<file path="src/rtl/soin_mem_pkg.sv">
// Shared types and constants for the unified memory port masters.
package soin_mem_pkg;

  typedef enum logic [1:0] {
    IDLE = 2'd0,
    ADDR = 2'd1,
    RESP = 2'd2
  } mem_state_t;

  typedef enum logic {
    OWN_IF = 1'b0,
    OWN_D  = 1'b1
  } mem_owner_t;

  // Wide enough for any practical data width; users slice the low DATA_W/8 bits.
  localparam logic [127:0] BE_ALL = '1;

endpackage

</file>
<file path="src/rtl/bus_timeout_cnt.sv">
// Down-counter watchdog for a bus master. A clear reloads LIMIT-1. While enabled
// it counts down to zero; o_expire is high for the enabled cycle spent at zero,
// which is the LIMIT-th cycle after the clear.
module bus_timeout_cnt #(
  parameter int LIMIT = 255
) (
  input  logic i_clk,
  input  logic i_rst_n,
  input  logic i_clr,
  input  logic i_en,
  output logic o_expire
);

  localparam int CW = (LIMIT > 1) ? $clog2(LIMIT) : 1;
  localparam logic [CW-1:0] LOAD = CW'(LIMIT - 1);

  logic [CW-1:0] cnt;

  // Reload on clear, otherwise count down and hold at zero.
  always_ff @(posedge i_clk or negedge i_rst_n) begin
    if (!i_rst_n) begin
      cnt <= '0;
    end else if (i_clr) begin
      cnt <= LOAD;
    end else if (i_en && (cnt != '0)) begin
      cnt <= cnt - 1'b1;
    end
  end

  assign o_expire = i_en & (cnt == '0);

endmodule

</file>
<file path="src/rtl/mem_port_arbiter.sv">
// Shares one memory bus port between instruction fetch and the data path.
// One transaction outstanding; data wins unless IF has watched MAX_D_STREAK
// consecutive data grants. A watchdog aborts stuck transactions.
module mem_port_arbiter
  import soin_mem_pkg::*;
#(
  parameter int ADDR_W       = 32,
  parameter int DATA_W       = 32,
  parameter int TIMEOUT      = 255,
  parameter int MAX_D_STREAK = 4
) (
  input  logic                i_clk,
  input  logic                i_rst_n,
  input  logic                i_if_req,
  input  logic [ADDR_W-1:0]   i_if_addr,
  output logic                o_if_gnt,
  output logic                o_if_rvalid,
  output logic [DATA_W-1:0]   o_if_rdata,
  input  logic                i_d_read,
  input  logic                i_d_write,
  input  logic [ADDR_W-1:0]   i_d_addr,
  input  logic [DATA_W-1:0]   i_d_wdata,
  input  logic [DATA_W/8-1:0] i_d_be,
  output logic                o_d_gnt,
  output logic                o_d_rvalid,
  output logic [DATA_W-1:0]   o_d_rdata,
  output logic                o_mem_req,
  output logic                o_mem_we,
  output logic [ADDR_W-1:0]   o_mem_addr,
  output logic [DATA_W-1:0]   o_mem_wdata,
  output logic [DATA_W/8-1:0] o_mem_be,
  input  logic                i_mem_gnt,
  input  logic                i_mem_rvalid,
  input  logic [DATA_W-1:0]   i_mem_rdata,
  input  logic                i_mem_err,
  output logic                o_bus_err,
  output logic                o_busy
);

  localparam int BE_W = DATA_W / 8;
  localparam int SW   = $clog2(MAX_D_STREAK + 1);
  localparam logic [SW-1:0] STREAK_MAX = SW'(MAX_D_STREAK);

  mem_state_t    state, state_nx;
  mem_owner_t    owner;
  logic [SW-1:0] streak;

  logic d_req, if_pend, d_pend;
  logic acc_rvalid, timeout, done, pick_d, arb_go;
  logic tmr_clr, tmr_en, tmr_expire;

  // Next state, arbitration decision and completion detection.
  // In ADDR the owner's own request is the one being served, so it is masked
  // from re-arbitration; a request still high after RESP counts as new.
  always_comb begin
    d_req      = i_d_read | i_d_write;
    if_pend    = i_if_req & ~((state == ADDR) & (owner == OWN_IF));
    d_pend     = d_req    & ~((state == ADDR) & (owner == OWN_D));
    acc_rvalid = i_mem_rvalid & ((state == RESP) | ((state == ADDR) & i_mem_gnt));
    timeout    = tmr_expire & ~((state == ADDR) & i_mem_gnt)
                            & ~((state == RESP) & i_mem_rvalid);
    done       = acc_rvalid | timeout;
    pick_d     = d_pend & ~(if_pend & (streak == STREAK_MAX));
    arb_go     = 1'b0;
    state_nx   = state;
    case (state)
      IDLE: begin
        if (if_pend | d_pend) begin
          arb_go   = 1'b1;
          state_nx = ADDR;
        end
      end
      ADDR, RESP: begin
        if (done) begin
          if (if_pend | d_pend) begin
            arb_go   = 1'b1;
            state_nx = ADDR;
          end else begin
            state_nx = IDLE;
          end
        end else if ((state == ADDR) && i_mem_gnt) begin
          state_nx = RESP;
        end
      end
      default: state_nx = IDLE;
    endcase
    tmr_clr = arb_go | ((state == ADDR) & i_mem_gnt & ~done);
    tmr_en  = (state != IDLE);
  end

  bus_timeout_cnt #(
    .LIMIT(TIMEOUT)
  ) u_tmo (
    .i_clk   (i_clk),
    .i_rst_n (i_rst_n),
    .i_clr   (tmr_clr),
    .i_en    (tmr_en),
    .o_expire(tmr_expire)
  );

  // State, owner and anti-starvation streak.
  always_ff @(posedge i_clk or negedge i_rst_n) begin
    if (!i_rst_n) begin
      state  <= IDLE;
      owner  <= OWN_IF;
      streak <= '0;
    end else begin
      state <= state_nx;
      if (arb_go) begin
        owner <= pick_d ? OWN_D : OWN_IF;
        if (pick_d && if_pend) begin
          streak <= (streak == STREAK_MAX) ? streak : streak + 1'b1;
        end else begin
          streak <= '0;
        end
      end else if (!i_if_req) begin
        streak <= '0;
      end
    end
  end

  // Registered bus request, payload and error pulse.
  always_ff @(posedge i_clk or negedge i_rst_n) begin
    if (!i_rst_n) begin
      o_mem_req   <= 1'b0;
      o_mem_we    <= 1'b0;
      o_mem_addr  <= '0;
      o_mem_wdata <= '0;
      o_mem_be    <= '0;
      o_bus_err   <= 1'b0;
    end else begin
      o_mem_req <= (state_nx == ADDR);
      o_bus_err <= timeout | (acc_rvalid & i_mem_err);
      if (arb_go) begin
        if (pick_d) begin
          o_mem_we    <= i_d_write;
          o_mem_addr  <= i_d_addr;
          o_mem_wdata <= i_d_write ? i_d_wdata : '0;
          o_mem_be    <= i_d_write ? i_d_be : BE_ALL[BE_W-1:0];
        end else begin
          o_mem_we    <= 1'b0;
          o_mem_addr  <= i_if_addr;
          o_mem_wdata <= '0;
          o_mem_be    <= BE_ALL[BE_W-1:0];
        end
      end
    end
  end

  // Per-requester grant/response steering; forced zero data on timeout.
  always_comb begin
    o_busy      = (state != IDLE);
    o_if_gnt    = i_mem_gnt & (state == ADDR) & (owner == OWN_IF);
    o_d_gnt     = i_mem_gnt & (state == ADDR) & (owner == OWN_D);
    o_if_rvalid = done & (owner == OWN_IF);
    o_d_rvalid  = done & (owner == OWN_D);
    o_if_rdata  = (o_busy & ~timeout) ? i_mem_rdata : '0;
    o_d_rdata   = (o_busy & ~timeout) ? i_mem_rdata : '0;
  end

endmodule
</file>
<file path="config.mk">
export PLATFORM = sky130hd
export DESIGN_NAME = mem_port_arbiter
export DESIGN_NICKNAME = d
export VERILOG_FILES = /design/src/rtl/soin_mem_pkg.sv /design/src/rtl/bus_timeout_cnt.sv /design/src/rtl/mem_port_arbiter.sv
export SDC_FILE = /design/constraint.sdc
export NUM_CORES = 1
export LEC_CHECK = 0
export CAP_MARGIN = 20
export CORE_AREA = 2 2 110 112
export DETAILED_ROUTE_END_ITERATION = 12
export DIE_AREA = 0 0 112 114
export DONT_BUFFER_PORTS = 1
export PLACE_DENSITY = 0.58
export SLEW_MARGIN = 20
export SYNTH_ARGS = -nofsm -noshare
export SYNTH_HDL_FRONTEND = slang
export SYNTH_SLANG_ARGS = --single-unit
</file>
<file path="constraint.sdc">
create_clock -name i_clk -period 2.2 [get_ports i_clk]
set_input_delay 0.44 -clock i_clk [delete_from_list [all_inputs] [get_ports i_clk]]
set_output_delay 0.44 -clock i_clk [all_outputs]
set_load 0.05 [all_outputs]
</file>
==> impl_metrics.yaml, run 1 <==
global_routing:
  antenna_found_initial: 0
  grt_pass1_wl_um: 17900
  grt_use_total_pct: 17.6
  grt_use_met1_pct: 19.8
  grt_pass1_vias: 3547
  met2_usage_pct: 32.0
  grt_max_degree: 86
  overflow: 0
  top_usage_layer: "met2"
  grt_util_met3_pct: 6.22
cts:
  cts.path.max_buffers: 2
  htreeDepth: 3
  clk_latency_ns: 0.33
  cts-root-buf: "clkbuf_16"
  cts_tree: "yes"
  clkSlewWorstSetupHoldPaths_ns: 0.07
  cts_sinks: 85
  numCtsBuffers: 9
routing:
  viasPerCell: 5.27
  drt-total-wl_um: 12300
  via_count: 3629
  wl_per_cell_um: 17.8
  drc: 0
  first_pass_iters: 4
  ant_nets: 0
  drtIter0Drc: 154
placed_design:
  dp_slack_ns: -0.0589
  port_buffers: 0
  dp_hpwl_um: 9120
  globalplace.congestion: 0.845
floorplanning:
  die_area_um2: 12800
  io_pins: 280
  rows: 40
  start_util_pct: 39.3
  design.core.area_um2: 11700
  die_y_um: 114
  die_width_um: 112
setup_path:
  worstPathArrival_ns: 2.12
  crit_start: "u_tmo.cnt[5]"
  critPathKind: "flip-flop to primary output"
  crit_fanout: 13
  worstRegToRegCells: 11
  r2r_setup_slack_ns: -0.05
  end_kind: "primary output"
  critPathLaunchType: "flip-flop"
  r2r_end: "o_mem_addr[24]"
  cp.required_ns: 1.76
  timing.rr.start: "state[0]"
logic_synthesis:
  synth_area_um2: 4600
  synth.net_count: 640
  netlist_instances: 492
  synth_edf_count: 0
  ys_ff_latch: 85
  yosysSeqAreaShare_pct: 46.2
  syn_avg_cell_area_um2: 9.36
  synthFlopType: "dfrtp_1"
  async_flop_share_pct: 100
  ys_types: 46
  ys_warn_count: 0
finish:
  drive_gt1_share_pct: 30.1
  area_delta_synth_final_pct: 36.0
  final_common_cell: "nand2_1"
  nets: 687
  final_cell_mix: "120 x nand2_1, 85 x dfrtp_1, 71 x o21ai_1"
  antenna_cells: 0
timing:
  setup_viol: 113
  fmax_ghz: 0.391
  finalHoldViolCount: 85
  fin_crit_ns: 2.56
  worst_pin_slew_ns: 0.518
  finalSetupTns_ns: -21.85
  rsz0062_at_grt: "true"
  timing.hold.ws_ns: -0.201
  layout_setup_ws_ns: -0.358
  slew_headroom_pct: 65.5
  skew_ns: 0.0122
  period_share_pct: 116
  maxSlewViolCount: 0
outcome:
  status: "finished, violations left"
  violations: "negative hold slack, negative setup slack"
worst_hold_path:
  hold_path.class: "input port to asynchronous set/reset pin"
flow_run:
  cap_violations: 0
critical path, cell delays in order (launching register included):
cell	delay, ns
dfrtp_1	0.38
or4_4	0.56
nor3_4	0.18
a31oi_4	0.19
buf_12	0.19
and2_4	0.15
buf_12	0.14
registers in the layout, indices dropped and copies added (netlist names):
signal       count
o_bus_err        1
o_mem_addr      32
o_mem_be         4
o_mem_req        1
o_mem_wdata     32
o_mem_we         1
owner            1
state            2
streak           3
u_tmo.cnt        8
Yosys cell counts (all sizes together) (3+ instances only):
library cell    n  area [um2]
and2           36         300
xnor2           4        35.0
clkbuf         10        37.5
nor2           11        41.3
buf            50         387
dfrtp          85        2130
nor3            5        36.3
a21oi           5        25.0
o21ai          75         383
ha              8         100
a31oi           3        33.8
mux2i          32         320
nand3           6        30.0
nand2         121         454
inv             8        30.0
nor2b           5        31.3
through the flow:
step           instance area, um2  util [%]  std cells
2_1_floorplan                4840         -        492
3_3_place_gp                 5770      49.3        665
3_5_place_dp                 5770      49.3        665
4_1_cts                      6130      52.4        684
5_1_grt                      6260      53.5        689
6_report                     6260      53.5        689
timing repair:
item,CTS,global route
cloned,1,3
gates resized for setup,6,13
endpoints found under the setup margin,73,140
pin swaps,3,5
hold endpoints to repair,85,85
setup buffers,4,2
layer usage:
| metal | vias to the layer above | routed length (um) |
|---|---|---|
| li1 | 1690 | - |
| met1 | 1745 | 4500 |
| met2 | 185 | 6570 |
| met3 | 9 | 1100 |
| met4 | 0 | 119 |
| met5 | - | 0 |
layout make-up:
class,instances,area [um2]
fill,1017,5450
multi-input combinational,340,2110
sequential,85,2130
clock inverter,3,21.3
inverter,8,30.0
clock buffer,11,253
timing repair buffer,95,1530
tap,147,184
worst max path at each step:
stage                 endpoint  slack [ns]  depth (start not counted)
2_1_floorplan    o_if_rdata[0]       -0.13                          5
3_3_place_gp      o_d_rdata[6]       -0.01                          6
3_5_place_dp   o_mem_wdata[27]       -0.06                         10
4_1_cts           o_d_rdata[5]       -0.39                          6
5_1_grt         o_if_rdata[20]       -0.44                          6
6_report        o_if_rdata[20]       -0.36                          6
cells by family (layout without fill, tap and decap cells):
logic type                 Yosys count  count (layout)  synth area share, %
buffers and inverters               68             117                 9.87
muxes                               32              32                 6.96
xor gates and xnor gates             6               6                 1.14
adders and majority gates            8               8                 2.17
AOI/OAI and AO/OA                   95              96                 11.7
and+or+nand+nor                    198             198                 21.9
DFF                                 85              85                 46.2
Power of run 1 is left out: the tool's default activity adds up to more than one toggle a clock period on the data nets, which glitch-free logic cannot reach.
==> run 2, diff against run 1 <==
- CORE_AREA: 2 2 110 112 -> default
- CORE_MARGIN: default -> 1
- CORE_UTILIZATION: default -> 34
- DIE_AREA: 0 0 112 114 -> default
- DONT_BUFFER_PORTS: 1 -> default
- PLACE_DENSITY: 0.58 -> 0.79
==> impl_metrics.yaml, run 2 (synthesized netlist as in run 1, its figures left out) <==
global_routing:
  grt_use_total_pct: 26.3
  antenna_found_initial: 0
  grt_pass1_vias: 5303
  grt_max_degree: 41
  overflow: 0
  grt_pass1_wl_um: 28400
finish:
  drive_gt1_share_pct: 46.4
  final_common_cell: "clkdlybuf4s50_1"
  final-instance-count-excl-fill: 993
  seq_area_um2: 2130
  area_delta_synth_final_pct: 123
  largestRegisters: "o_mem_addr: 32 flops, o_mem_wdata: 32 flops, u_tmo.cnt: 8 flops"
  fillerInstances: 782
  multi_input_area_um2: 2950
  antenna_cells: 0
  nets: 960
  final_cell_mix: "209 x clkdlybuf4s50_1, 87 x buf_12, 85 x dfrtp_1"
floorplanning:
  design.core.area_um2: 13200
  start_util_pct: 34.8
  die_y_um: 118
  die_width_um: 118
  rows: 42
  die_area_um2: 14000
  io_pins: 280
routing:
  ant_nets: 0
  drtIter0Drc: 174
  viasPerCell: 5.04
  drt-total-wl_um: 20300
  wl_per_cell_um: 20.4
  drc: 0
  via_count: 5008
  first_pass_iters: 4
setup_path:
  critPathKind: "flip-flop to primary output"
  critPathLaunchType: "flip-flop"
  r2r_end: "o_mem_addr[23]"
  r2r_setup_slack_ns: -0.14
  crit_fanout: 28
  cp.required_ns: 1.76
  end_kind: "primary output"
  worstPathArrival_ns: 2.10
  worstRegToRegCells: 13
  timing.rr.start: "state[1]"
pwr:
  p_per_area_nw_per_um2: 1960
  leakage_nw: 4.43
  ir_drop_mv: 1.74
outcome:
  violations: "negative setup slack"
  status: "finished, violations left"
timing:
  fmax_ghz: 0.394
  layout_setup_ws_ns: -0.341
  worst_pin_slew_ns: 0.583
  period_share_pct: 115
  fin_crit_ns: 2.54
  slew_headroom_pct: 61.0
  skew_ns: 0.00843
  rsz0062_at_grt: "true"
  finalHoldViolCount: 0
  setup_viol: 134
  maxSlewViolCount: 0
placed_design:
  placedCellCount: 925
  dp_slack_ns: -0.104
  dp_hpwl_um: 12400
  globalplace.congestion: 0.942
  port_buffers: 279
flow_run:
  cap_violations: 0
cts:
  clkSlewWorstSetupHoldPaths_ns: 0.06
  numCtsBuffers: 9
  cts.path.max_buffers: 2
  cts-root-buf: "clkbuf_16"
  cts_sinks: 85
  cts_tree: "yes"
  clk_latency_ns: 0.34
  htreeDepth: 3
  hold_buffers: 0
worst_hold_path:
  hold_path.class: "input port to asynchronous set/reset pin"
==> run 2: cell types whose count changed in the layout (fill, tap and decap cells not counted), moves of 6 or more <==
cell | previous run | this run
nand2_4 | 0 | 29
buf_12 | 60 | 87
clkdlybuf4s50_1 | 0 | 209
nand2_2 | 1 | 35
mux2i_1 | 32 | 22
o21ai_2 | 0 | 54
buf_16 | 1 | 7
mux2i_4 | 0 | 6
o21ai_1 | 71 | 12
buf_4 | 29 | 44
nand2_1 | 120 | 57
buf_6 | 3 | 14
==> run 2: layout make-up <==
cell class | instances | area share (%)
clock inverter | 7 | 0.731
sequential | 85 | 20.7
tap | 176 | 2.14
inverter | 8 | 0.292
clock buffer | 9 | 2.19
multi-input combinational | 341 | 28.7
timing repair buffer | 367 | 45.2
==> run 2: critical path: stages (launching register included) <==
cell and delay (ns):
dfrtp_1 0.38, or4_4 0.56, nor3_4 0.19, a31oi_4 0.13, buf_12 0.18, and2_4 0.17
buf_12 0.15
==> run 2: worst max path at each step <==
| stage | from | end | slack [ns] | cells after the start |
|---|---|---|---|---|
| 2_1_floorplan | u_tmo.cnt[3] | o_if_rdata[0] | -0.13 | 5 |
| 3_3_place_gp | i_mem_rvalid | o_if_rdata[0] | -0.08 | 6 |
| 3_5_place_dp | i_d_read | streak[0] | -0.10 | 7 |
| 4_1_cts | u_tmo.cnt[5] | o_if_rdata[23] | -0.35 | 6 |
| 5_1_grt | u_tmo.cnt[5] | o_if_rdata[23] | -0.40 | 6 |
| 6_report | u_tmo.cnt[5] | o_if_rdata[23] | -0.34 | 6 |
==> run 2: layer usage <==
layer | vias to the layer above | global-route usage (%) | share of wire (%)
li1 | 2261 | - | -
met1 | 2474 | 27.9 | 36
met2 | 229 | 49.0 | 55
met3 | 44 | 6.23 | 6.1
met4 | 0 | 11.5 | 3.1
met5 | - | 0 | 0
==> run 2: repair_timing <==
action,4_1_cts,5_1_grt
endpoints found under the hold margin,0,0
pin swaps,39,65
endpoints found under the setup margin,91,150
buffers inserted,26,21
gates resized for setup,96,162
gates cloned,16,5
==> run 2: power breakdown <==
part           total, W  internal [W]  switching (W)
registers       0.00291       0.00230       0.000614
logic            0.0157       0.00698        0.00876
clock network   0.00152      0.000883       0.000636
==> run 2: through the flow <==
| step | setup TNS [ns] | total power [W] | cell area, um2 | utilization (%) | hold WS [ns] |
|---|---|---|---|---|---|
| after floorplan | -2.98 | 0.0101 | 4840 | - | 0.144 |
| after global placement | -3.06 | 0.0139 | 8260 | 62.4 | 0.445 |
| after detailed placement | -7.46 | 0.0142 | 8260 | 62.4 | 0.458 |
| after CTS | -38.10 | 0.0186 | 9580 | 72.3 | 0.0945 |
| after global routing | -36.28 | 0.0209 | 10300 | 77.6 | 0.115 |
| final | -27.46 | 0.0202 | 10300 | 77.6 | 0.0821 |
Note: power is estimated with default switching activity, not from simulation.
